<file path="src/rtl/imem_loader_if.sv">
// Bundle between the program loader and its surroundings: load control,
// big-endian byte stream in, instruction-memory write port out.
interface imem_loader_if #(
   parameter int ADDR_WORDS_LOG2 = 8
);
   // Byte stream: a byte moves on a rising clk edge where byte_valid and
   // byte_ready are both high; the source holds byte_data until then.
   logic                       start;
   logic [ADDR_WORDS_LOG2:0]   word_count;
   logic                       byte_valid;
   logic [7:0]                 byte_data;
   logic                       byte_ready;
   logic                       mem_we;
   logic [31:0]                mem_addr;
   logic [31:0]                mem_wdata;
   logic                       cpu_rst;
   logic                       busy;
   logic                       done;
   logic                       err;
   logic [1:0]                 dbg_state;

   modport master (
      output start, word_count, byte_valid, byte_data,
      input  byte_ready, mem_we, mem_addr, mem_wdata, cpu_rst, busy, done, err,
             dbg_state
   );

   modport slave (
      input  start, word_count, byte_valid, byte_data,
      output byte_ready, mem_we, mem_addr, mem_wdata, cpu_rst, busy, done, err,
             dbg_state
   );
endinterface

</file>
<file path="src/rtl/imem_loader.sv">
// Program loader: assembles a big-endian byte stream into 32-bit words and
// writes them to instruction memory from address 0, holding the CPU in reset.
module imem_loader #(
   parameter int ADDR_WORDS_LOG2 = 8
) (
   input  logic           clk,
   input  logic           rst,
   imem_loader_if.slave   bus
);
   localparam int AW = ADDR_WORDS_LOG2;
   localparam logic [AW:0] DEPTH = {1'b1, {AW{1'b0}}};
   localparam logic [AW:0] ONE   = {{AW{1'b0}}, 1'b1};

   typedef enum logic [1:0] {
      S_IDLE  = 2'd0,
      S_RECV  = 2'd1,
      S_WRITE = 2'd2,
      S_DONE  = 2'd3
   } state_t;

   state_t      r_state;
   logic [AW:0] r_count;
   logic [AW:0] r_word_idx;
   logic [1:0]  r_byte_idx;
   logic [31:0] r_word;
   logic        r_byte_ready;
   logic        r_mem_we;
   logic        r_busy;
   logic        r_done;
   logic        r_err;

   logic        w_take;
   logic        w_start_ok;
   logic        w_last_word;

   assign w_take      = r_byte_ready & bus.byte_valid;
   assign w_start_ok  = (bus.word_count != '0) && (bus.word_count <= DEPTH);
   assign w_last_word = (r_word_idx == (r_count - ONE));

   always_ff @(posedge clk or posedge rst) begin
      if (rst) begin
         r_state      <= S_IDLE;
         r_count      <= '0;
         r_word_idx   <= '0;
         r_byte_idx   <= '0;
         r_word       <= '0;
         r_byte_ready <= 1'b0;
         r_mem_we     <= 1'b0;
         r_busy       <= 1'b0;
         r_done       <= 1'b0;
         r_err        <= 1'b0;
      end else begin
         r_done   <= 1'b0;
         r_err    <= 1'b0;
         r_mem_we <= 1'b0;
         case (r_state)
            S_IDLE: begin
               if (bus.start) begin
                  if (w_start_ok) begin
                     r_count      <= bus.word_count;
                     r_word_idx   <= '0;
                     r_byte_idx   <= '0;
                     r_state      <= S_RECV;
                     r_byte_ready <= 1'b1;
                     r_busy       <= 1'b1;
                  end else begin
                     r_err <= 1'b1;
                  end
               end
            end
            S_RECV: begin
               // First byte ends up in the top lane after four shifts.
               if (w_take) begin
                  r_word     <= {r_word[23:0], bus.byte_data};
                  r_byte_idx <= r_byte_idx + 2'd1;
                  if (r_byte_idx == 2'd3) begin
                     r_state      <= S_WRITE;
                     r_byte_ready <= 1'b0;
                     r_mem_we     <= 1'b1;
                  end
               end
            end
            S_WRITE: begin
               r_word_idx <= r_word_idx + ONE;
               if (w_last_word) begin
                  r_state <= S_DONE;
                  r_done  <= 1'b1;
               end else begin
                  r_state      <= S_RECV;
                  r_byte_ready <= 1'b1;
               end
            end
            S_DONE: begin
               r_state <= S_IDLE;
               r_busy  <= 1'b0;
            end
            default: begin
               r_state      <= S_IDLE;
               r_byte_ready <= 1'b0;
               r_busy       <= 1'b0;
            end
         endcase
      end
   end

   // Address and data come straight from state that is frozen during WRITE.
   assign bus.mem_addr   = {{(29 - AW){1'b0}}, r_word_idx, 2'b00};
   assign bus.mem_wdata  = r_word;
   assign bus.mem_we     = r_mem_we;
   assign bus.byte_ready = r_byte_ready;
   assign bus.busy       = r_busy;
   assign bus.done       = r_done;
   assign bus.err        = r_err;
   // CPU stays in reset through the system reset and for the whole load.
   assign bus.cpu_rst    = rst | r_busy;
   assign bus.dbg_state  = r_state;

endmodule

</file>
<file path="src/flat_wrapper.sv">
// flat-port wrapper written by rule: the top's interface ports become plain ports
module imem_loader_flat 
#(
   parameter int ADDR_WORDS_LOG2 = 8
)
  (clk, rst, bus_start, bus_word_count, bus_byte_valid, bus_byte_data, bus_byte_ready, bus_mem_we, bus_mem_addr, bus_mem_wdata, bus_cpu_rst, bus_busy, bus_done, bus_err, bus_dbg_state);
  imem_loader_if #(.ADDR_WORDS_LOG2(ADDR_WORDS_LOG2)) bus_i ();
  input  logic clk;
  input  logic rst;
  input wire logic [$bits(bus_i.start)-1:0] bus_start;
  input wire logic [$bits(bus_i.word_count)-1:0] bus_word_count;
  input wire logic [$bits(bus_i.byte_valid)-1:0] bus_byte_valid;
  input wire logic [$bits(bus_i.byte_data)-1:0] bus_byte_data;
  output wire logic [$bits(bus_i.byte_ready)-1:0] bus_byte_ready;
  output wire logic [$bits(bus_i.mem_we)-1:0] bus_mem_we;
  output wire logic [$bits(bus_i.mem_addr)-1:0] bus_mem_addr;
  output wire logic [$bits(bus_i.mem_wdata)-1:0] bus_mem_wdata;
  output wire logic [$bits(bus_i.cpu_rst)-1:0] bus_cpu_rst;
  output wire logic [$bits(bus_i.busy)-1:0] bus_busy;
  output wire logic [$bits(bus_i.done)-1:0] bus_done;
  output wire logic [$bits(bus_i.err)-1:0] bus_err;
  output wire logic [$bits(bus_i.dbg_state)-1:0] bus_dbg_state;
  assign bus_i.start = bus_start;
  assign bus_i.word_count = bus_word_count;
  assign bus_i.byte_valid = bus_byte_valid;
  assign bus_i.byte_data = bus_byte_data;
  assign bus_byte_ready = bus_i.byte_ready;
  assign bus_mem_we = bus_i.mem_we;
  assign bus_mem_addr = bus_i.mem_addr;
  assign bus_mem_wdata = bus_i.mem_wdata;
  assign bus_cpu_rst = bus_i.cpu_rst;
  assign bus_busy = bus_i.busy;
  assign bus_done = bus_i.done;
  assign bus_err = bus_i.err;
  assign bus_dbg_state = bus_i.dbg_state;
  imem_loader #(.ADDR_WORDS_LOG2(ADDR_WORDS_LOG2)) u_core (.clk(clk), .rst(rst), .bus(bus_i));
endmodule
</file>
<file path="config.mk">
export PLATFORM = sky130hd
export DESIGN_NAME = imem_loader_flat
export DESIGN_NICKNAME = d
export VERILOG_FILES = /design/src/rtl/imem_loader_if.sv /design/src/rtl/imem_loader.sv /design/src/flat_wrapper.sv
export SDC_FILE = /design/constraint.sdc
export NUM_CORES = 1
export LEC_CHECK = 0
export CAP_MARGIN = 20
export CELL_PAD_IN_SITES_DETAIL_PLACEMENT = 1
export CELL_PAD_IN_SITES_GLOBAL_PLACEMENT = 1
export CORE_UTILIZATION = 38
export DETAILED_ROUTE_END_ITERATION = 8
export PLACE_DENSITY_LB_ADDON = 0.1
export SYNTH_ARGS = -nofsm -noshare
export SYNTH_HDL_FRONTEND = slang
export SYNTH_SLANG_ARGS = --single-unit
</file>
<file path="constraint.sdc">
create_clock -name clk -period 4.5 [get_ports clk]
set_clock_uncertainty 0.1 [all_clocks]
set_input_delay 0.9 -clock clk [delete_from_list [all_inputs] [get_ports clk]]
set_output_delay 0.9 -clock clk [all_outputs]
set_load 0.03 [all_outputs]
</file>
==> results of run 1 <==
[power groups by stage]
stage          clock, mW  sequential (mW)  combinational (mW)
2_1_floorplan          0             1.09               0.407
3_3_place_gp           0            0.877               0.963
3_5_place_dp           0            0.885               0.978
4_1_cts            0.561            0.876               0.983
5_1_grt            0.586            0.903                1.04
6_report           0.541            0.873               0.971
[logic make-up (layout without fill, tap and decap cells)]
family | Yosys count | in the layout | synth area share (%)
AO/OA/AOI/OAI | 32 | 32 | 7.320
XOR/XNOR | 11 | 11 | 3.335
adder cells (fa/ha/maj) | 3 | 3 | 1.299
buffers and inverters | 34 | 91 | 7.839
flip-flops | 59 | 59 | 51.10
multiplexers | 40 | 40 | 16.37
other | 1 | 23 | 0.1298
AND/OR/NAND/NOR | 62 | 62 | 12.60
[sequential cells by signal, indices dropped and copies added, names as in the netlist]
register / cells
u_core.bus.byte_ready: 1
u_core.bus.dbg_state: 2
u_core.bus.err: 1
u_core.bus.busy: 1
u_core.bus.mem_wdata: 32
u_core.bus.mem_we: 1
u_core.r_byte_idx: 2
u_core.r_word_idx: 9
u_core.r_count: 9
u_core.bus.done: 1
[worst max-delay path, stage by stage]
cell and delay, ns:
clkdlybuf4s50_1 0.43, or2_2 0.29, clkdlybuf4s50_1 0.59
[worst paths after layout]
path | startpoint | end | slack (ns) | cells after the start
min reg2reg | u_core.r_byte_idx[0]$_DFFE_PP0P_ | u_core.r_byte_idx[0]$_DFFE_PP0P_ | 0.39 | 1
min | u_core.r_byte_idx[0]$_DFFE_PP0P_ | u_core.r_byte_idx[0]$_DFFE_PP0P_ | 0.39 | 1
max | rst | bus_cpu_rst | 1.29 | 3
max in group asynchronous | rst | u_core.bus.mem_wdata[11]$_DFFE_PP0P_ | 2.50 | 3
min in group asynchronous | rst | u_core.bus.mem_wdata[1]$_DFFE_PP0P_ | 1.00 | 2
max reg2reg | u_core.r_count[0]$_DFFE_PP0P_ | u_core.bus.byte_ready$_DFFE_PP0P_ | 2.14 | 7
[layout by cell type (no fill, tap or decap), types with 7 or more instances in the layout]
cell type,instances
clkdlybuf4s50_1,69
dfrtp_1,59
mux2_2,34
conb_1,23
nand2_1,14
clkbuf_8,11
nor2_1,8
a21oi_1,8
o21ai_0,7
nand3_1,7
[layer usage]
layer	vias to the layer above	GRT usage [%]	wire length (um)
li1	969	-	-
met5	-	0	0
met3	5	6.464	333
met1	1020	23.95	3024
met2	66	26.23	2895
met4	0	4.762	60
[cell type report]
| class | instances | area share [%] |
|---|---|---|
| repair buffers | 70 | 18.28 |
| flip-flops and latches | 59 | 38.66 |
| clock buffers | 12 | 4.063 |
| multi-input cells | 171 | 33.36 |
| well taps | 99 | 3.244 |
| inverters | 5 | 0.4915 |
| clock inverters | 4 | 1.900 |
==> impl_metrics.py, run 1 <==
metrics = {
    "worst_setup_path": {
        "startpoint_type": "input pin",
        "critPathKind": "in -> out",
        "crit_required_ns": 3.50,
        "cp-end-kind": "output port",
        "arrival_ns": 2.21,
        "crit_path_max_fanout": 2,
    },
    "grt": {
        "grt_pass1_wl_um": 10310,
        "grt_pass1_vias": 2080,
        "grt_usage_pct": 17.50,
        "grt_start_max_net_pins": 42,
        "grt_overflow": 0,
        "grt_antenna_before_repair": 0,
    },
    "power_and_ir_drop": {
        "p_comb_share_pct": 40.7,
        "vdd_drop_max_v": 0.0004135,
        "pwr_density_cell_nw_per_um2": 624.7,
        "seq_power_share_pct": 36.6,
        "power.leakage_nw": 1.668,
        "power_mw": 2.385,
        "p_sw_share_pct": 36.96,
        "p_clk_share_pct": 22.7,
        "power.net_switching_mw": 0.8818,
        "internal_power_mw": 1.504,
    },
    "yosys": {
        "synth_top_cells_by_count": "dfrtp_1 (59), mux2_2 (34), buf_4 (24)",
        "synth.area.top_cells": "dfrtp_1 (51%), mux2_2 (13%), buf_4 (6.2%), mux2_4 (3.1%), nand2_1 (1.8%)",
        "ys_seq_area_share_pct": 51.10,
        "yosysTopAreaCellShare_pct": 51.10,
        "synth.yosys.warnings": 0,
        "synth_edf_count": 0,
        "synthArstFlopShare_pct": 100.0,
        "synth-main-ff-cell": "dfrtp_1",
        "syn_area_um2": 2889,
        "yosysUniqueCellTypes": 45,
        "synth-seq-cells": 59,
        "synth_most_common_cell": "dfrtp_1",
        "yosys.area.top_type": "dfrtp_1",
        "synthCells": 242,
        "avgSynthCellArea_um2": 11.94,
    },
    "layout": {
        "fillCellCount": 815,
        "multi_input_area_um2": 1274,
        "drive_gt1_share_pct": 20.25,
        "final_cells": 420,
        "syn_to_final_growth_pct": 32.18,
        "fin_area_um2": 3819,
        "fin_util_pct": 52.37,
        "num_antenna_cells": 0,
        "seqCellArea_um2": 1476,
        "layout.nets": 340,
    },
    "placed_design": {
        "portBuffers": 69,
        "pre_cts_ws_ns": 1.027,
        "dp_hpwl_um": 4499,
        "placed_area_um2": 3591,
        "gp_congestion": 0.7315,
        "dp_cells": 404,
    },
    "route": {
        "viasPerCell": 4.905,
        "post-route-drc-count": 0,
        "drt-wirelength-per-cell_um": 15.03,
        "first_iter_violations": 64,
        "drt-pass1-iter-count": 4,
        "ant_nets": 0,
        "vias": 2060,
        "wl_um": 6314,
    },
    "floorplan": {
        "start_util_pct": 39.62,
        "rows": 31,
        "core-area_um2": 7292,
        "dieArea_um2": 7956,
        "die_w_um": 89.20,
        "pin_count": 93,
        "die_h_um": 89.20,
    },
    "cts": {
        "post_cts_buffers": 0,
        "cts_root_buf": "clkbuf_8",
        "htreeDepth": 3,
        "cts_hold_buf": 0,
        "clkTransAtPathRegs_ns": 0.06,
        "tritoncts": "built",
        "cts_resized": 0,
        "clock_sinks": 59,
        "clk_latency_ns": 0.33,
        "cts_max_path_buffers": 2,
        "cts-buffers-inserted": 9,
    },
    "timing": {
        "relSlewSlack_pct": 40.92,
        "worst_pin_slew_ns": 0.8849,
        "tns_ns": 0,
        "period_share_pct": 71.26,
        "fmax_ghz": 0.3118,
        "finalCriticalPeriod_ns": 3.207,
        "drv_slew": 0,
        "setup_ws_ns": 1.293,
        "holdWs_ns": 0.3917,
        "final_hold_viol_count": 0,
        "grt_setup_unrepaired": "false",
        "setup_viol": 0,
    },
    "run_status": {
        "outcome": "complete, no violations",
    },
    "min_path": {
        "hp-class": "reg -> reg",
    },
    "job": {
        "maxCapViolations": 0,
    },
}
Note: power is estimated with default switching activity, not from simulation.
==> inputs of run 2 (changes only) <==
- CORE_UTILIZATION: 38 -> 32
- clock period: 4.5 -> 2.6 ns (I/O delays scaled with it)
==> run 2 against run 1 <==
  * Utilization shrank 6.9 points
  * Sequential share of layout area shrank 1.5 points
  * Register-to-register slack lost 1.9 ns
  * Clock-buffer cell count shrank 2
  * Non-clock buffer count grew 16
  * Power grew 71%
  * Final cell count grew 6.0%
  * Largest cell class unchanged
==> impl_metrics.py, run 2 (synthesized netlist as in run 1, its figures left out) <==
metrics = {
    "floorplan": {
        "start_util_pct": 33.13,
        "die_h_um": 97.02,
        "pin_count": 93,
        "core-area_um2": 8721,
        "rows": 34,
        "dieArea_um2": 9412,
        "die_w_um": 97.02,
    },
    "timing": {
        "setup_ws_ns": 0.09663,
        "period_share_pct": 96.28,
        "setup_viol": 0,
        "fmax_ghz": 0.3995,
        "finalCriticalPeriod_ns": 2.503,
        "tns_ns": 0,
        "worst_pin_slew_ns": 0.6650,
        "final_hold_viol_count": 0,
        "drv_slew": 0,
        "relSlewSlack_pct": 55.60,
        "grt_setup_unrepaired": "false",
    },
    "grt": {
        "grt_use_met1_pct": 21.44,
        "grt_pass1_wl_um": 11470,
        "grt_usage_pct": 15.27,
        "grt_util_met3_pct": 2.962,
        "grt_busiest_layer": "met2",
        "grt_antenna_before_repair": 0,
        "grt_pass1_vias": 2241,
        "grt_use_met2_pct": 23.56,
        "grt_start_max_net_pins": 37,
        "grt_overflow": 0,
    },
    "route": {
        "first_iter_violations": 56,
        "vias": 2139,
        "viasPerCell": 4.807,
        "ant_nets": 0,
        "post-route-drc-count": 0,
        "drt-pass1-iter-count": 4,
        "drt-wirelength-per-cell_um": 15.07,
        "wl_um": 6705,
    },
    "placed_design": {
        "dp_hpwl_um": 4771,
        "pre_cts_ws_ns": -0.2930,
        "gp_congestion": 0.7158,
        "portBuffers": 69,
        "dp_cells": 429,
    },
    "cts": {
        "tritoncts": "built",
        "clk_latency_ns": 0.33,
        "cts_max_path_buffers": 2,
        "cts_hold_buf": 0,
        "cts_root_buf": "clkbuf_8",
        "htreeDepth": 3,
        "cts-buffers-inserted": 9,
        "clkTransAtPathRegs_ns": 0.07,
        "clock_sinks": 59,
    },
    "worst_setup_path": {
        "max_stage_delay_ns": 0.59,
        "crit_required_ns": 2.75,
        "crit_family": "simple AND/OR/NAND/NOR gates",
        "crit_path_max_fanout": 10,
        "critical_path_depth": 7,
        "startpoint_type": "input pin",
        "arrival_ns": 2.66,
        "cp-end-kind": "flip-flop",
        "path_cells": "clkdlybuf4s50_1, or4_4, nor3_4, nor3_2, buf_4, or4_1, a21oi_1",
        "slowest_stage": "or4_4",
        "reg2reg_depth": 7,
        "critPathKind": "in -> reg",
        "cp.buffers_inverters": 2,
    },
    "power_and_ir_drop": {
        "pwr_density_cell_nw_per_um2": 1028,
        "power_mw": 4.079,
        "vdd_drop_max_v": 0.0005223,
        "power.leakage_nw": 1.769,
    },
    "layout": {
        "final_common_cell": "clkdlybuf4s50_1",
        "layout_common_cells": "clkdlybuf4s50_1 (69), dfrtp_1 (59), mux2_2 (34)",
        "num_antenna_cells": 0,
        "layout.nets": 356,
        "final_cells": 445,
        "syn_to_final_growth_pct": 37.33,
        "drive_gt1_share_pct": 24.33,
        "fillCellCount": 956,
        "largest_reg_flops": 32,
    },
    "min_path": {
        "hp-class": "reg -> reg",
        "min_path_cells": 1,
    },
    "job": {
        "maxCapViolations": 0,
    },
    "run_status": {
        "outcome": "complete, no violations",
    },
}
==> run 2: final timing paths <==
path	slack (ns)	endpoint	from
hold reg to reg	0.40	u_core.r_byte_idx[0]$_DFFE_PP0P_	u_core.r_byte_idx[0]$_DFFE_PP0P_
setup reg to reg	0.24	u_core.bus.byte_ready$_DFFE_PP0P_	u_core.r_count[0]$_DFFE_PP0P_
hold / removal	0.40	u_core.r_byte_idx[0]$_DFFE_PP0P_	u_core.r_byte_idx[0]$_DFFE_PP0P_
max in group asynchronous	1.26	u_core.bus.mem_wdata[13]$_DFFE_PP0P_	rst
setup / recovery	0.1	u_core.r_word_idx[8]$_DFFE_PP0P_	bus_word_count[1]
min in group asynchronous	0.53	u_core.bus.mem_we$_DFF_PP0_	rst
==> run 2: layer usage <==
metal,vias up,share of wire (%)
met1,1066,49
met4,0,1.0
li1,1005,-
met2,60,46
met3,8,3.6
met5,-,0
==> run 2: cell type report <==
type,count,area [um2],area share [%]
flip-flops and latches,59,1476,37.21
multi-input cells,171,1279,32.23
repair buffers,86,855.8,21.57
clock buffers,10,137.6,3.469
well taps,108,135.1,3.406
clock inverters,6,65.06,1.640
inverters,5,18.77,0.4730
==> run 2: repair_timing <==
action,CTS,global route
setup buffers,0,0
resized for setup,0,2
setup endpoints to repair,0,4
==> run 2: stage by stage <==
step | cell area [um2] | util, % | hold slack, ns
after global placement | 3755 | 43.06 | 0.3813
final | 3968 | 45.50 | 0.4025
after global routing | 3968 | 45.50 | 0.4330
after detailed placement | 3755 | 43.06 | 0.3908
after floorplan | 2972 | - | 0.3551
after CTS | 3958 | 45.38 | 0.4060
==> run 2: where the power goes <==
group / internal, mW / switching, mW
sequential: 1.21 / 0.301
combinational: 0.827 / 0.888
clock: 0.468 / 0.382
==> inputs of run 3 (changes only) <==
- CORE_ASPECT_RATIO: not set -> 0.8
- GPL_TIMING_DRIVEN: not set -> 0
==> run 3 against run 2 <==
  * First-iteration DRC count decreased by 27%
  * Global-route usage increased by 1.2 points
  * Sequential cell count unchanged
  * Register-to-register slack got worse by 0.10 ns
  * Power increased by 8.7%
  * Worst hold slack got worse by 0.0025 ns
  * Fmax decreased by 2.0%
  * Sequential power about the same
  * Clock-buffer cell count increased by 1
  * Utilization increased by 2.4 points
  * Final cell count increased by 3.8%
  * Clock power increased by 39%
  * Critical path type unchanged
==> impl_metrics.py, run 3 (synthesized netlist as in run 1, its figures left out) <==
metrics = {
    "run_status": {
        "outcome": "complete, no violations",
    },
    "grt": {
        "grt_start_max_net_pins": 42,
        "grt_usage_pct": 16.43,
        "grt_overflow": 0,
        "grt_pass1_wl_um": 11570,
        "grt_pass1_vias": 2210,
        "grt_antenna_before_repair": 0,
    },
    "placed_design": {
        "gp_congestion": 0.7349,
        "portBuffers": 69,
        "placed_area_um2": 3822,
        "dp_cells": 446,
        "dp_hpwl_um": 5199,
    },
    "layout": {
        "layout.nets": 369,
        "layout_common_cells": "clkdlybuf4s50_1 (69), dfrtp_1 (59), mux2_2 (34)",
        "final_common_cell": "clkdlybuf4s50_1",
        "syn_to_final_growth_pct": 43.09,
        "seqCellArea_um2": 1476,
        "fillCellCount": 935,
        "multi_input_area_um2": 1285,
        "num_antenna_cells": 0,
        "largest_reg_flops": 32,
        "drive_gt1_share_pct": 26.00,
        "final_cells": 462,
        "fin_area_um2": 4134,
    },
    "timing": {
        "finalCriticalPeriod_ns": 2.554,
        "fmax_ghz": 0.3916,
        "period_share_pct": 98.21,
        "tns_ns": 0,
        "holdWs_ns": 0.4000,
        "worst_pin_slew_ns": 0.6247,
        "setup_viol": 0,
        "relSlewSlack_pct": 58.35,
        "final_hold_viol_count": 0,
        "drv_slew": 0,
    },
    "floorplan": {
        "dieArea_um2": 9414,
        "core-area_um2": 8633,
        "rows": 30,
        "pin_count": 93,
        "die_h_um": 86.99,
        "die_w_um": 108.2,
        "start_util_pct": 33.46,
    },
    "route": {
        "post-route-drc-count": 0,
        "drt-pass1-iter-count": 4,
        "drt-wirelength-per-cell_um": 15.67,
        "viasPerCell": 4.682,
        "ant_nets": 0,
        "vias": 2163,
        "first_iter_violations": 41,
        "wl_um": 7238,
    },
    "power_and_ir_drop": {
        "vdd_drop_max_v": 0.0004568,
        "pwr_density_cell_nw_per_um2": 1073,
        "power.leakage_nw": 1.870,
    },
    "cts": {
        "cts_max_path_buffers": 2,
        "cts_hold_buf": 0,
        "clk_latency_ns": 0.32,
        "htreeDepth": 3,
        "tritoncts": "built",
        "clkTransAtPathRegs_ns": 0.05,
        "post_cts_buffers": 0,
        "cts_root_buf": "clkbuf_16",
        "clock_sinks": 59,
        "cts-buffers-inserted": 9,
    },
    "worst_setup_path": {
        "arrival_ns": 2.66,
        "worstReg2RegEnd": "u_core.bus.byte_ready$_DFFE_PP0P_",
        "crit_required_ns": 2.71,
        "regToRegSetupSlack_ns": 0.14,
        "crit_path_max_fanout": 10,
        "rr_startpoint": "u_core.r_count[0]$_DFFE_PP0P_",
        "reg2reg_depth": 7,
        "critPathKind": "in -> reg",
        "cp-end-kind": "flip-flop",
        "startpoint_type": "input pin",
    },
    "job": {
        "maxCapViolations": 0,
    },
    "min_path": {
        "hold_end": "u_core.bus.mem_wdata[29]$_DFFE_PP0P_",
        "hp-class": "reg -> reg",
        "min_path_cells": 1,
        "worstHoldStart": "u_core.bus.mem_wdata[29]$_DFFE_PP0P_",
    },
}
## run 3: changes by cell type in the layout (fill, tap and decap cells not counted), sizes merged
cell	previous run	this run
clkbuf	10	14
clkinv	4	3
buf	17	27
## run 3: per-layer routing
layer	GRT usage (%)	part of all wire [%]	up-vias
met5	0	0	-
met4	4.857	1.2	0
met3	4.488	4.4	7
met2	26.35	47	61
met1	21.69	47	1062
li1	-	-	1033
## run 3: where the power goes
group / leakage, nW / internal [mW] / switching, mW
registers: 0.763 / 1.22 / 0.304
logic: 0.961 / 0.829 / 0.906
clock network: 0.145 / 0.762 / 0.416
total: 1.87 / 2.81 / 1.63
## run 3: final cells by class
cell class	instances	share of cell area [%]
inverter	5	0.4540
multi-input combinational	171	31.08
timing repair buffer	70	17.19
clock buffer	11	5.872
tap	112	3.390
buffer	29	5.024
clock inverter	5	1.271
sequential	59	35.71
## run 3: worst max-delay path, stage by stage
cell and delay, ns:
clkdlybuf4s50_1 0.44, or4_4 0.60, or3_1 0.43, and3b_4 0.22
buf_6 0.15, mux2_4 0.30
## run 3: stage by stage
step / setup slack (ns) / utilization, % / power [mW]
final: 0.04646 / 47.88 / 4.434
after global routing: -0.003181 / 47.88 / 4.671
after CTS: 0.01112 / 47.77 / 4.480
after detailed placement: -0.3477 / 44.28 / 3.268
after global placement: -0.7429 / 44.04 / 3.223
after floorplan: 0.3048 / - / 2.583
## run 3: worst max path at each step
| stage | slack (ns) | start | end | cells past startpoint |
|---|---|---|---|---|
| finish | 0.05 | bus_word_count[5] | u_core.r_count[3]$_DFFE_PP0P_ | 6 |
| global placement | -0.74 | rst | u_core.bus.mem_wdata[22]$_DFFE_PP0P_ | 2 |
| CTS | 0.01 | bus_word_count[1] | u_core.r_word_idx[3]$_DFFE_PP0P_ | 7 |
| floorplan | 0.30 | bus_word_count[1] | u_core.r_count[2]$_DFFE_PP0P_ | 5 |
| detailed placement | -0.35 | bus_word_count[1] | u_core.r_word_idx[6]$_DFFE_PP0P_ | 7 |
| global route | -0.003 | bus_word_count[5] | u_core.r_word_idx[3]$_DFFE_PP0P_ | 7 |
## run 3: what timing repair did
action,4_1_cts,5_1_grt
gates resized for setup,2,2
pin swaps,0,1
endpoints found under the setup margin,9,12
